## src/rtl/bsg_fma_slice_mul_seq_if.sv

```systemverilog
// Operand/result handshake bundle for the sliced sequential multiplier.
interface bsg_fma_slice_mul_seq_if #(
  parameter int unsigned width_p = 16
) ();

  logic                   v_i;
  logic [width_p-1:0]     a_i;
  logic [width_p-1:0]     b_i;
  logic                   ready_o;
  logic                   v_o;
  logic [2*width_p-1:0]   data_o;
  logic                   yumi_i;
  logic                   busy_o;

  // Multiplier side: consumes operands and yumi, produces status and result.
  modport slave (
    input  v_i, a_i, b_i, yumi_i,
    output ready_o, v_o, data_o, busy_o
  );

  // Client side: supplies operands, takes results.
  modport master (
    output v_i, a_i, b_i, yumi_i,
    input  ready_o, v_o, data_o, busy_o
  );

endinterface

```

## src/rtl/bsg_fma_slice_mul_seq.sv

```systemverilog
// Iterative unsigned multiplier: one slice_p x slice_p partial product per cycle,
// shift-accumulated into a 2*width_p result. One operation in flight.
module bsg_fma_slice_mul_seq #(
  parameter int unsigned width_p = 16,
  parameter int unsigned slice_p = 8
) (
  input  logic                  clk_i,
  input  logic                  reset_n_i,
  bsg_fma_slice_mul_seq_if.slave bus
);

  localparam int unsigned n_lp  = width_p / slice_p;
  localparam int unsigned npp_lp = n_lp * n_lp;
  localparam int unsigned kw_lp = (npp_lp > 1) ? $clog2(npp_lp) : 1;
  localparam int unsigned iw_lp = (n_lp > 1) ? $clog2(n_lp) : 1;
  localparam logic [kw_lp-1:0] k_last_lp = kw_lp'(npp_lp - 1);

  // Operand width must split evenly into slices.
  if ((width_p % slice_p) != 0) begin : g_bad_slice
    $error("bsg_fma_slice_mul_seq: width_p must be a multiple of slice_p");
  end

  typedef enum logic [1:0] {
    IDLE = 2'd0,
    BUSY = 2'd1,
    DONE = 2'd2
  } state_e;

  state_e                 state;
  logic [kw_lp-1:0]       k;
  logic [2*width_p-1:0]   acc;
  logic [width_p-1:0]     a_r;
  logic [width_p-1:0]     b_r;
  logic                   ready_r;
  logic                   busy_r;
  logic                   v_r;

  logic [iw_lp-1:0]       i_idx;
  logic [iw_lp-1:0]       j_idx;
  logic [slice_p-1:0]     a_sl;
  logic [slice_p-1:0]     b_sl;
  logic [2*slice_p-1:0]   pp;
  logic [2*width_p-1:0]   pp_sh;

  // Select the current slice pair (a slice fastest) and align its product.
  always_comb begin
    i_idx = iw_lp'(32'(k) % n_lp);
    j_idx = iw_lp'(32'(k) / n_lp);
    a_sl  = a_r[32'(i_idx)*slice_p +: slice_p];
    b_sl  = b_r[32'(j_idx)*slice_p +: slice_p];
    pp    = (2*slice_p)'(a_sl) * (2*slice_p)'(b_sl);
    pp_sh = (2*width_p)'(pp) << (slice_p * (32'(i_idx) + 32'(j_idx)));
  end

  // Sequencer: accept, iterate over all slice pairs, hold result until yumi.
  always_ff @(posedge clk_i) begin
    if (!reset_n_i) begin
      state   <= IDLE;
      k       <= '0;
      acc     <= '0;
      a_r     <= '0;
      b_r     <= '0;
      ready_r <= 1'b1;
      busy_r  <= 1'b0;
      v_r     <= 1'b0;
    end else begin
      case (state)
        IDLE: begin
          if (bus.v_i) begin
            a_r     <= bus.a_i;
            b_r     <= bus.b_i;
            acc     <= '0;
            k       <= '0;
            state   <= BUSY;
            ready_r <= 1'b0;
            busy_r  <= 1'b1;
          end
        end
        BUSY: begin
          acc <= acc + pp_sh;
          if (k == k_last_lp) begin
            k      <= '0;
            state  <= DONE;
            busy_r <= 1'b0;
            v_r    <= 1'b1;
          end else begin
            k <= k + kw_lp'(1);
          end
        end
        DONE: begin
          if (bus.yumi_i) begin
            state   <= IDLE;
            v_r     <= 1'b0;
            ready_r <= 1'b1;
          end
        end
        default: begin
          state   <= IDLE;
          ready_r <= 1'b1;
          busy_r  <= 1'b0;
          v_r     <= 1'b0;
        end
      endcase
    end
  end

  assign bus.ready_o = ready_r;
  assign bus.busy_o  = busy_r;
  assign bus.v_o     = v_r;
  assign bus.data_o  = acc;

endmodule

```

## src/flat_wrapper.sv

```systemverilog
// flat-port wrapper written by rule: the top's interface ports become plain ports
module bsg_fma_slice_mul_seq_flat 
#(
  parameter int unsigned width_p = 16,
  parameter int unsigned slice_p = 8
)
  (clk_i, reset_n_i, bus_v_i, bus_a_i, bus_b_i, bus_yumi_i, bus_ready_o, bus_v_o, bus_data_o, bus_busy_o);
  bsg_fma_slice_mul_seq_if #(.width_p(width_p)) bus_i ();
  input  logic clk_i;
  input  logic reset_n_i;
  input wire logic [$bits(bus_i.v_i)-1:0] bus_v_i;
  input wire logic [$bits(bus_i.a_i)-1:0] bus_a_i;
  input wire logic [$bits(bus_i.b_i)-1:0] bus_b_i;
  input wire logic [$bits(bus_i.yumi_i)-1:0] bus_yumi_i;
  output wire logic [$bits(bus_i.ready_o)-1:0] bus_ready_o;
  output wire logic [$bits(bus_i.v_o)-1:0] bus_v_o;
  output wire logic [$bits(bus_i.data_o)-1:0] bus_data_o;
  output wire logic [$bits(bus_i.busy_o)-1:0] bus_busy_o;
  assign bus_i.v_i = bus_v_i;
  assign bus_i.a_i = bus_a_i;
  assign bus_i.b_i = bus_b_i;
  assign bus_i.yumi_i = bus_yumi_i;
  assign bus_ready_o = bus_i.ready_o;
  assign bus_v_o = bus_i.v_o;
  assign bus_data_o = bus_i.data_o;
  assign bus_busy_o = bus_i.busy_o;
  bsg_fma_slice_mul_seq #(.width_p(width_p), .slice_p(slice_p)) u_core (.clk_i(clk_i), .reset_n_i(reset_n_i), .bus(bus_i));
endmodule
```

## config.mk

```make
export PLATFORM = sky130hd
export DESIGN_NAME = bsg_fma_slice_mul_seq_flat
export DESIGN_NICKNAME = d
export VERILOG_FILES = /design/src/rtl/bsg_fma_slice_mul_seq_if.sv /design/src/rtl/bsg_fma_slice_mul_seq.sv /design/src/flat_wrapper.sv
export SDC_FILE = /design/constraint.sdc
export NUM_CORES = 1
export LEC_CHECK = 0
export ABC_AREA = 1
export BUFFER_PORTS_ARGS = -buffer_cell sky130_fd_sc_hd__buf_2
export CORE_MARGIN = 10
export CORE_UTILIZATION = 40
export DETAILED_ROUTE_END_ITERATION = 10
export PLACE_DENSITY = 0.58
export SLEW_MARGIN = 20
export SYNTH_ARGS = -nofsm -noshare
export SYNTH_HDL_FRONTEND = slang
export SYNTH_SLANG_ARGS = --single-unit
```

## constraint.sdc

```tcl
create_clock -name clk_i -period 7.08 [get_ports clk_i]
set_input_delay 0.354 -clock clk_i [delete_from_list [all_inputs] [get_ports clk_i]]
set_output_delay 0.354 -clock clk_i [all_outputs]
set_load 0.03 [all_outputs]
```

# Word-level counts from Yosys, hierarchy flattened
# Index checks and enable logic that the tools add are counted.
[totals] register_bits=71 word_cells=50 output_inout_bits=35 input_bits=36
[classes] add_sub_neg=3 muxes=18 n_shift=3 mul=1 n_eq_ne=6 n_reduce_logical=8 bitwise=3
[op_table] op="$pmux 32 s2" n=1
[op_table] op="$add 32x32->32" n=1
[op_table] op="$mux 32" n=1
[op_table] op="$shiftx 16x5->8" n=2
[op_table] op="$shl 16x32->32" n=1
[op_table] op="$mul 8x8->16" n=1
[op_table] op="$reduce_and 3->1" n=4
[op_table] op="$mux 2" n=5
[op_table] op="$pmux 1 s3" n=3
[op_table] op="$mux 1" n=6
[op_table] op="$pmux 2 s3" n=1
[op_table] op="$eq 2x2->1 const B" n=2
[op_table] op="$ne 2x2->1 const B" n=2
[op_table] op="$pmux 2 s2" n=1
[op_table] op="$reduce_and 2->1" n=2
[op_table] op="$not 1->1" n=3
[op_table] op="$add 1x1->2" n=1
[op_table] op="$add 2x1->2 const B" n=1
[op_table] op="$eq 2x1->1 const B" n=1
[op_table] op="$logic_not 2->1" n=1
[op_table] op="$ne 2x1->1 const B" n=1
[op_table] op="$reduce_bool 2->1" n=1

# Logic depth before layout (Yosys ltp)
# Gate-level depths: netlist of run 1.
[depth] depth_word=5 ltp_mapped=38 mapped_depth_nobuf=37

# Least setup slack after synthesis of run 1
# Ideal clock, no wire load.
[synth_path] kind="register -> register" startpoint="register u_core.k[0]" endpoint="register u_core.acc[22] (netlist: u_core.bus.data_o[22])" path_buffers=2 stages_incl_launch_ff=31 arrival_ns=5.947 period_less_slack_ns=6.081 slack_ns=0.999 required_time_ns=6.946 path_cell_list="dfxtp_1 buf_2 buf_1 o21ai_1 or2_2 fa_1 fa_1 inv_1 fa_1 inv_1 fa_1 inv_1 ha_1 a21o_1 a21oi_2 o21ai_1 a21oi_2 xor2_1 nand2_1 o21ai_2 nor2_1 ha_1 nand2_2 o21ai_0 a21oi_1 o21ai_2 nand2_1 nand2_2 or2_1 nand3_1 a21oi_1"
[synth_between] elab_chain_len=5 word_cells_on_any_way=6 classes_between="add/sub (2); mul (1); shift (2); mux (1)"
[synth_rtl] item="from (decl)" line_no="bsg_fma_slice_mul_seq.sv:30" rtl="logic [kw_lp-1:0] k;"
[synth_rtl] item="from (signal assigned)" line_no="bsg_fma_slice_mul_seq.sv:87" rtl="k <= k + kw_lp'(1);"
[synth_rtl] item="$shiftx 16x5->8" line_no="bsg_fma_slice_mul_seq.sv:49" rtl="a_sl = a_r[32'(i_idx)*slice_p +: slice_p];"
[synth_rtl] item="$mul 8x8->16" line_no="bsg_fma_slice_mul_seq.sv:51" rtl="pp = (2*slice_p)'(a_sl) * (2*slice_p)'(b_sl);"
[synth_rtl] item="$shl 16x32->32 (*)" line_no="bsg_fma_slice_mul_seq.sv:52" rtl="pp_sh = (2*width_p)'(pp) << (slice_p * (32'(i_idx) + 32'(j_idx)));"
[synth_rtl] item="$add 32x32->32 (*)" line_no="bsg_fma_slice_mul_seq.sv:80" rtl="acc <= acc + pp_sh;"
[synth_rtl] item="$pmux 32 s2 (*)" line_no="bsg_fma_slice_mul_seq.sv:67" rtl="case (state)"
[synth_rtl] item="to (signal assigned)" line_no="bsg_fma_slice_mul_seq.sv:80"
[synth_rtl] item="to (decl)" line_no="bsg_fma_slice_mul_seq.sv:31" rtl="logic [2*width_p-1:0] acc;"
# Every way passes the cells marked *; elsewhere a longest branch is shown, timed or not.
# A chain may end at the register's enable or synchronous reset.

# Worst setup path in the final report of run 1
[layout_path] startpoint="register u_core.k[1]" endpoint="register u_core.acc[26] (netlist: u_core.bus.data_o[26])"
[layout_between] elab_chain_len=5 word_cells_on_any_way=6 classes_between="add/sub (2); mul (1); shift (2); mux (1)"
[layout_rtl] item="$shiftx 16x5->8" line_no="bsg_fma_slice_mul_seq.sv:50" rtl="b_sl = b_r[32'(j_idx)*slice_p +: slice_p];"
[layout_rtl] item="$mul 8x8->16" line_no="bsg_fma_slice_mul_seq.sv:51"
[layout_rtl] item="$shl 16x32->32 (*)" line_no="bsg_fma_slice_mul_seq.sv:52"
[layout_rtl] item="$add 32x32->32 (*)" line_no="bsg_fma_slice_mul_seq.sv:80"
[layout_rtl] item="$pmux 32 s2 (*)" line_no="bsg_fma_slice_mul_seq.sv:67"
# Marked as above.

==> impl_metrics.json, run 1 <==
{
  "holdCritPathClass": "in2reg",
  "critical_path_required_ns": 7.35,
  "grt-ovfl-total": 0,
  "worstSetupStartpointType": "flip-flop",
  "tns_ns": 0,
  "synth_simple_gate_area_share": 0.267,
  "setup_viol": 0,
  "via_density": 5.16,
  "synth_area_per_cell_um2": 6.81,
  "io_buffer_count": 70,
  "synth_top_family_by_area": "simple AND/OR/NAND/NOR gates",
  "finClkSkew_ns": 0.0115,
  "core_um2": 16600,
  "worstMarginPinSlew_ns": 0.892,
  "synth-adder-area-share": 0.234,
  "achievable-frequency_mhz": 150,
  "grt_pass1_wl_um": 31900,
  "rr_worst_depth": 35,
  "grt_start_max_net_pins": 50,
  "count_of_endpoints_failing_hold_in_the_final_timing_report": 0,
  "power_per_cell_area_nw_per_um2": 209,
  "synthesis.nets": 1139,
  "synth_seq_cells": 71,
  "cts_tree": "done",
  "synth_top_area_cell": "sky130_fd_sc_hd__dfxtp_1",
  "start_util": 0.408,
  "wirelength_um": 20100,
  "antenna_cells": 0,
  "layout_common_cells": "176 x sky130_fd_sc_hd__nand2_1, 154 x sky130_fd_sc_hd__nor2_1, 115 x sky130_fd_sc_hd__inv_1",
  "totalPowerFinal_uw": 1620,
  "netlist_instances": 998,
  "layout-drive-gt1-share": 0.151,
  "synth-compound-area-share": 0.190,
  "remaining_drc_errors": 0,
  "number_of_slew_limit_violations_in_the_final_report": 0,
  "post_drt_wl_per_cell_um": 15.5,
  "slowest_delay_ns": 0.54,
  "max-cap-violations": 0,
  "synthToLayoutAreaGrowth_pct": 14.0,
  "number_of_buffers_added_for_setup_after_cts": 0,
  "netlist-cell-type-count": 41,
  "worst_path_most_repeated_cell": "sky130_fd_sc_hd__nand2_1",
  "design.die.area_um2": 22600,
  "slowest_stage": "sky130_fd_sc_hd__fa_1",
  "drt_pre_antenna_iters": 6,
  "remaining_max_slew_budget_at_the_tightest_pin": 0.405,
  "postLayoutCellArea_um2": 7740,
  "drt_iter0_drc": 507,
  "crit_path_end_kind": "flip-flop",
  "dpl.hpwl_um": 16400,
  "synth.mux.area_fraction": 0.00442,
  "final_min_period_over_clock_period": 0.941,
  "root_buffer": "sky130_fd_sc_hd__clkbuf_16",
  "worstPathMaxFanout": 10,
  "ios": 71,
  "clk-insertion-delay-late_ns": 0.35,
  "max-clock-path-buffers": 2,
  "finalWorstPathRequiredPeriod_ns": 6.66,
  "worst-setup-path-type": "reg2reg",
  "most_common_library_cell_in_the_layout_ignoring_fill_and_taps": "sky130_fd_sc_hd__nand2_1",
  "ant_nets": 0,
  "cts_sinks": 71,
  "worst_ir_drop_vdd_v": 0.000126,
  "fp-row-count": 47,
  "grt_setup_unrepaired": "no",
  "grt_use_total": 0.176,
  "seq_area_frac_synth": 0.209,
  "cts_buffers": 9,
  "die_y_um": 150,
  "postPlaceCellArea_um2": 7440,
  "finalWeightedCongestion": 0.987,
  "synthesis.area_um2": 6800,
  "run_status": "finished, final reports clean",
  "cts_htree_levels": 3,
  "synth-xor-area-share": 0.0129,
  "vias": 6675,
  "hold_path_depth": 3,
  "hold_fix_buffers_at_cts": 0,
  "grt_antenna_before_repair": 0,
  "arrival_ns": 6.93,
  "cts.reportedPaths.clkPinSlew_ns": 0.06,
  "first_global_vias": 6106,
  "cts_resized": 0,
  "finish.net_count": 1210,
  "synth.yosys.warnings": 0,
  "synth_top_cell_area_share": 0.209,
  "synth_top_cells_by_area": "sky130_fd_sc_hd__dfxtp_1 21%, sky130_fd_sc_hd__ha_1 13%, sky130_fd_sc_hd__fa_1 11%, sky130_fd_sc_hd__nand2_1 9.7%, sky130_fd_sc_hd__nor2_1 8.5%",
  "floorplan.die.width_um": 150,
  "p_leak_uw": 0.00378
}
area by class of cell:
type,instances,area [um^2]
inverters,119,447
clock inverters,7,56.3
flip-flops and latches,71,1420
multi-input cells,782,4850
fillers,1745,8900
repair buffers,86,470
clock buffers,9,225
well taps,220,275
metrics by stage:
step	util	setup slack [ns]	instances	hold slack, ns
after floorplan	-	0.999	998	0.429
after global placement	0.447	0.308	1278	0.438
after detailed placement	0.447	0.214	1278	0.441
after CTS	0.464	0.188	1294	0.245
after global routing	0.465	0.0116	1294	0.282
final	0.465	0.420	1294	0.255
flip-flops by register name, summed over array words and instances (netlist names):
| name | count |
|---|---|
| u_core.k | 2 |
| u_core.bus.busy_o | 1 |
| u_core.bus.ready_o | 1 |
| u_core.a_r | 16 |
| u_core.bus.data_o | 32 |
| u_core.state | 2 |
| u_core.bus.v_o | 1 |
| u_core.b_r | 16 |
final timing paths:
path,startpoint,to,slack (ns)
min reg2reg,u_core.bus.v_o,u_core.bus.v_o,0.45
max,u_core.k[1],u_core.bus.data_o[26],0.42
min,bus_b_i[9],u_core.b_r[9],0.25
max reg2reg,u_core.k[1],u_core.bus.data_o[26],0.42
power breakdown:
group | leakage, uW | internal, uW | switching [uW] | total [uW]
combinational | 0.00306 | 241 | 482 | 722
clock | 0.000136 | 241 | 202 | 443
sequential | 0.000582 | 430 | 21.5 | 451
total | 0.00378 | 911 | 705 | 1620
routing by layer:
layer,GRT usage,up-vias,share of wire
met4,0.0394,0,0.0097
li1,-,3424,-
met1,0.272,3040,0.52
met3,0.0378,15,0.076
met5,0,-,0
met2,0.239,196,0.39
worst max-delay path, delay by kind of cell, from the launching register on:
| kind | cells | cell delay (ns) |
|---|---|---|
| compound gates | 8 | 1.35 |
| xor+xnor | 1 | 0.22 |
| flops | 1 | 0.42 |
| buf+inv | 4 | 0.49 |
| fa+ha+maj | 6 | 2.85 |
| simple gates | 16 | 1.25 |
kinds of logic (layout without fill, tap and decap cells):
group	after synthesis	count (layout)
DFF	71	71
adders and majority gates	105	105
buffers and inverters	145	221
muxes	3	3
AOI/OAI and AO/OA	239	239
and+or+nand+nor	425	425
xor gates and xnor gates	10	10
cell usage after synthesis, drive strengths merged:
cell     count
or2         13
buf          9
a21oi      117
nand4        9
nand3b       6
a21o         7
xnor2        4
a211oi       1
a31oi        5
o2111ai      1
o22ai        3
o211ai       2
o21ai       98
clkbuf      17
dfxtp       71
nand3       39
nor2       159
o21a         4
nand2      192
inv        118
nor4         1
xor2         6
mux2i        3
fa          37
clkinv       1
o21bai       1
nor3         6
ha          68
(Power assumes the default switching activity.)
==> inputs of run 2 (changes only) <==
- PLACE_DENSITY: 0.58 -> 0.6
- clock period: 7.08 -> 6.06 ns (I/O delays scaled with it)
==> run 2 against run 1 <==
Against the previous run: core utilization increased by 10 points; largest power group unchanged; critical path depth shrank 5; clock power rose by 26%; highest routed layer unchanged; fmax is 12% higher; global-route usage is 0.44 points higher; cell count up 11%; hold slack got worse by 0.047 ns; first-iteration DRC count grew 2.4%; count of clock-buffer cells in the layout did not move; register-to-register slack lost 0.29 ns.
==> impl_metrics.json, run 2 (synthesis gave the netlist of run 1 again) <==
{
  "dp_cells": 1396,
  "slowest_stage": "sky130_fd_sc_hd__fa_1",
  "wirelength_um": 21400,
  "floorplan.die.width_um": 150,
  "setup_viol": 0,
  "grt_use_total": 0.180,
  "cts_htree_levels": 3,
  "most_common_library_cell_in_the_layout_ignoring_fill_and_taps": "sky130_fd_sc_hd__buf_4",
  "grt_antenna_before_repair": 0,
  "hold_fix_buffers_at_cts": 0,
  "tns_ns": 0,
  "antenna_cells": 0,
  "final_min_period_over_clock_period": 0.978,
  "p_leak_uw": 0.00463,
  "number_of_slew_limit_violations_in_the_final_report": 0,
  "finish.net_count": 1356,
  "first_global_vias": 6443,
  "cts_buffers": 9,
  "drt_iter0_drc": 519,
  "worstPathMaxFanout": 12,
  "finalWorstPathRequiredPeriod_ns": 5.93,
  "core_um2": 16600,
  "finalWeightedCongestion": 0.942,
  "dpl.hpwl_um": 16800,
  "arrival_ns": 6.21,
  "remaining_max_slew_budget_at_the_tightest_pin": 0.547,
  "totalPowerFinal_uw": 2370,
  "final_util": 0.570,
  "critical_path.n_buffers_inverters": 5,
  "count_of_endpoints_failing_hold_in_the_final_timing_report": 0,
  "final_cell_count_no_fill": 1440,
  "ant_nets": 0,
  "die_y_um": 150,
  "cts_tree": "done",
  "run_status": "finished, final reports clean",
  "vias": 7266,
  "clk-insertion-delay-late_ns": 0.35,
  "io_buffer_count": 70,
  "root_buffer": "sky130_fd_sc_hd__clkbuf_16",
  "max-clock-path-buffers": 2,
  "start_util": 0.408,
  "worstSetupStartpointType": "flip-flop",
  "worst-setup-path-type": "reg2reg",
  "worst_ir_drop_vdd_v": 0.000165,
  "crit_path_end_kind": "flip-flop",
  "worstMarginPinSlew_ns": 0.679,
  "remaining_drc_errors": 0,
  "fp-row-count": 47,
  "achievable-frequency_mhz": 169,
  "drt_pre_antenna_iters": 5,
  "grt-ovfl-total": 0,
  "max-cap-violations": 0,
  "holdCritPathClass": "in2reg",
  "grt_setup_unrepaired": "yes",
  "slowest_delay_ns": 0.54,
  "grt_start_max_net_pins": 50,
  "via_density": 5.05,
  "largest_register_ffs": 32,
  "cts.reportedPaths.clkPinSlew_ns": 0.07,
  "grt_pass1_wl_um": 32800,
  "layout-drive-gt1-share": 0.339,
  "ios": 71,
  "design.die.area_um2": 22600,
  "cts_sinks": 71,
  "critical_path_required_ns": 6.34,
  "synthToLayoutAreaGrowth_pct": 39.6,
  "layout_common_cells": "156 x sky130_fd_sc_hd__buf_4, 154 x sky130_fd_sc_hd__nand2_1, 133 x sky130_fd_sc_hd__nor2_1",
  "critPathTopFamily": "adder cells",
  "post_drt_wl_per_cell_um": 14.8,
  "finClkSkew_ns": 0.0102,
  "power_per_cell_area_nw_per_um2": 250
}
run 2: cell types whose count changed in the layout (fill, tap and decap cells not counted), moves of 8 or more:
cell,previous run,this run
sky130_fd_sc_hd__buf_4,16,156
sky130_fd_sc_hd__nand2_1,176,154
sky130_fd_sc_hd__nor2_1,154,133
sky130_fd_sc_hd__o21ai_0,76,55
sky130_fd_sc_hd__a21oi_1,107,88
sky130_fd_sc_hd__a21oi_2,10,28
sky130_fd_sc_hd__nand2_2,16,31
sky130_fd_sc_hd__nor2_2,4,17
sky130_fd_sc_hd__ha_1,68,59
sky130_fd_sc_hd__ha_4,0,8
sky130_fd_sc_hd__inv_1,115,107
sky130_fd_sc_hd__inv_2,3,11
sky130_fd_sc_hd__nor2_4,1,9
sky130_fd_sc_hd__o21ai_4,0,8
run 2: power by group:
part	total, uW	switching, uW	internal, uW
Clock	560	236	324
Sequential	529	27.0	502
Combinational	1280	712	567
Total	2370	975	1390
run 2: worst paths after layout:
kind	to	slack [ns]	cells after the start	startpoint
max	u_core.bus.data_o[26]	0.13	30	u_core.k[1]
min	u_core.b_r[6]	0.21	3	bus_b_i[6]
max reg2reg	u_core.bus.data_o[26]	0.13	30	u_core.k[1]
min reg2reg	u_core.bus.v_o	0.44	2	u_core.bus.v_o
run 2: area by class of cell:
class                           count  area [um^2]
Fill cell                        1580         7160
Timing Repair Buffer              232         1610
Multi-Input combinational cell    782         5420
Clock buffer                        9          225
Inverter                          119          447
Sequential cell                    71         1430
Clock inverter                      7         80.1
Tap cell                          220          275
run 2: tightest hold or removal path, stage by stage:
cell,delay (ns)
sky130_fd_sc_hd__buf_2,0.07
sky130_fd_sc_hd__o21ai_0,0.07
sky130_fd_sc_hd__nor2_1,0.08
run 2: routing by layer:
metal	share of wire	global-route usage	vias up
li1	-	-	3730
met1	0.50	0.277	3335
met2	0.42	0.252	185
met3	0.064	0.0339	16
met4	0.0085	0.0379	0
met5	0	0	-
run 2: repair_timing:
item	CTS	global route
endpoints found under the setup margin	21	24
gates cloned	0	0
buffers inserted	3	26
pin swaps	26	68
resized for setup	35	143
run 2: per-stage QoR:
stage | hold WS (ns) | cell area [um^2] | setup WS [ns]
detailed placement | 0.442 | 8340 | -0.430
global placement | 0.435 | 8340 | -0.360
floorplan | 0.429 | 6800 | 0.00355
finish | 0.208 | 9480 | 0.131
CTS | 0.207 | 8780 | 0.00137
global route | 0.231 | 9480 | -0.140
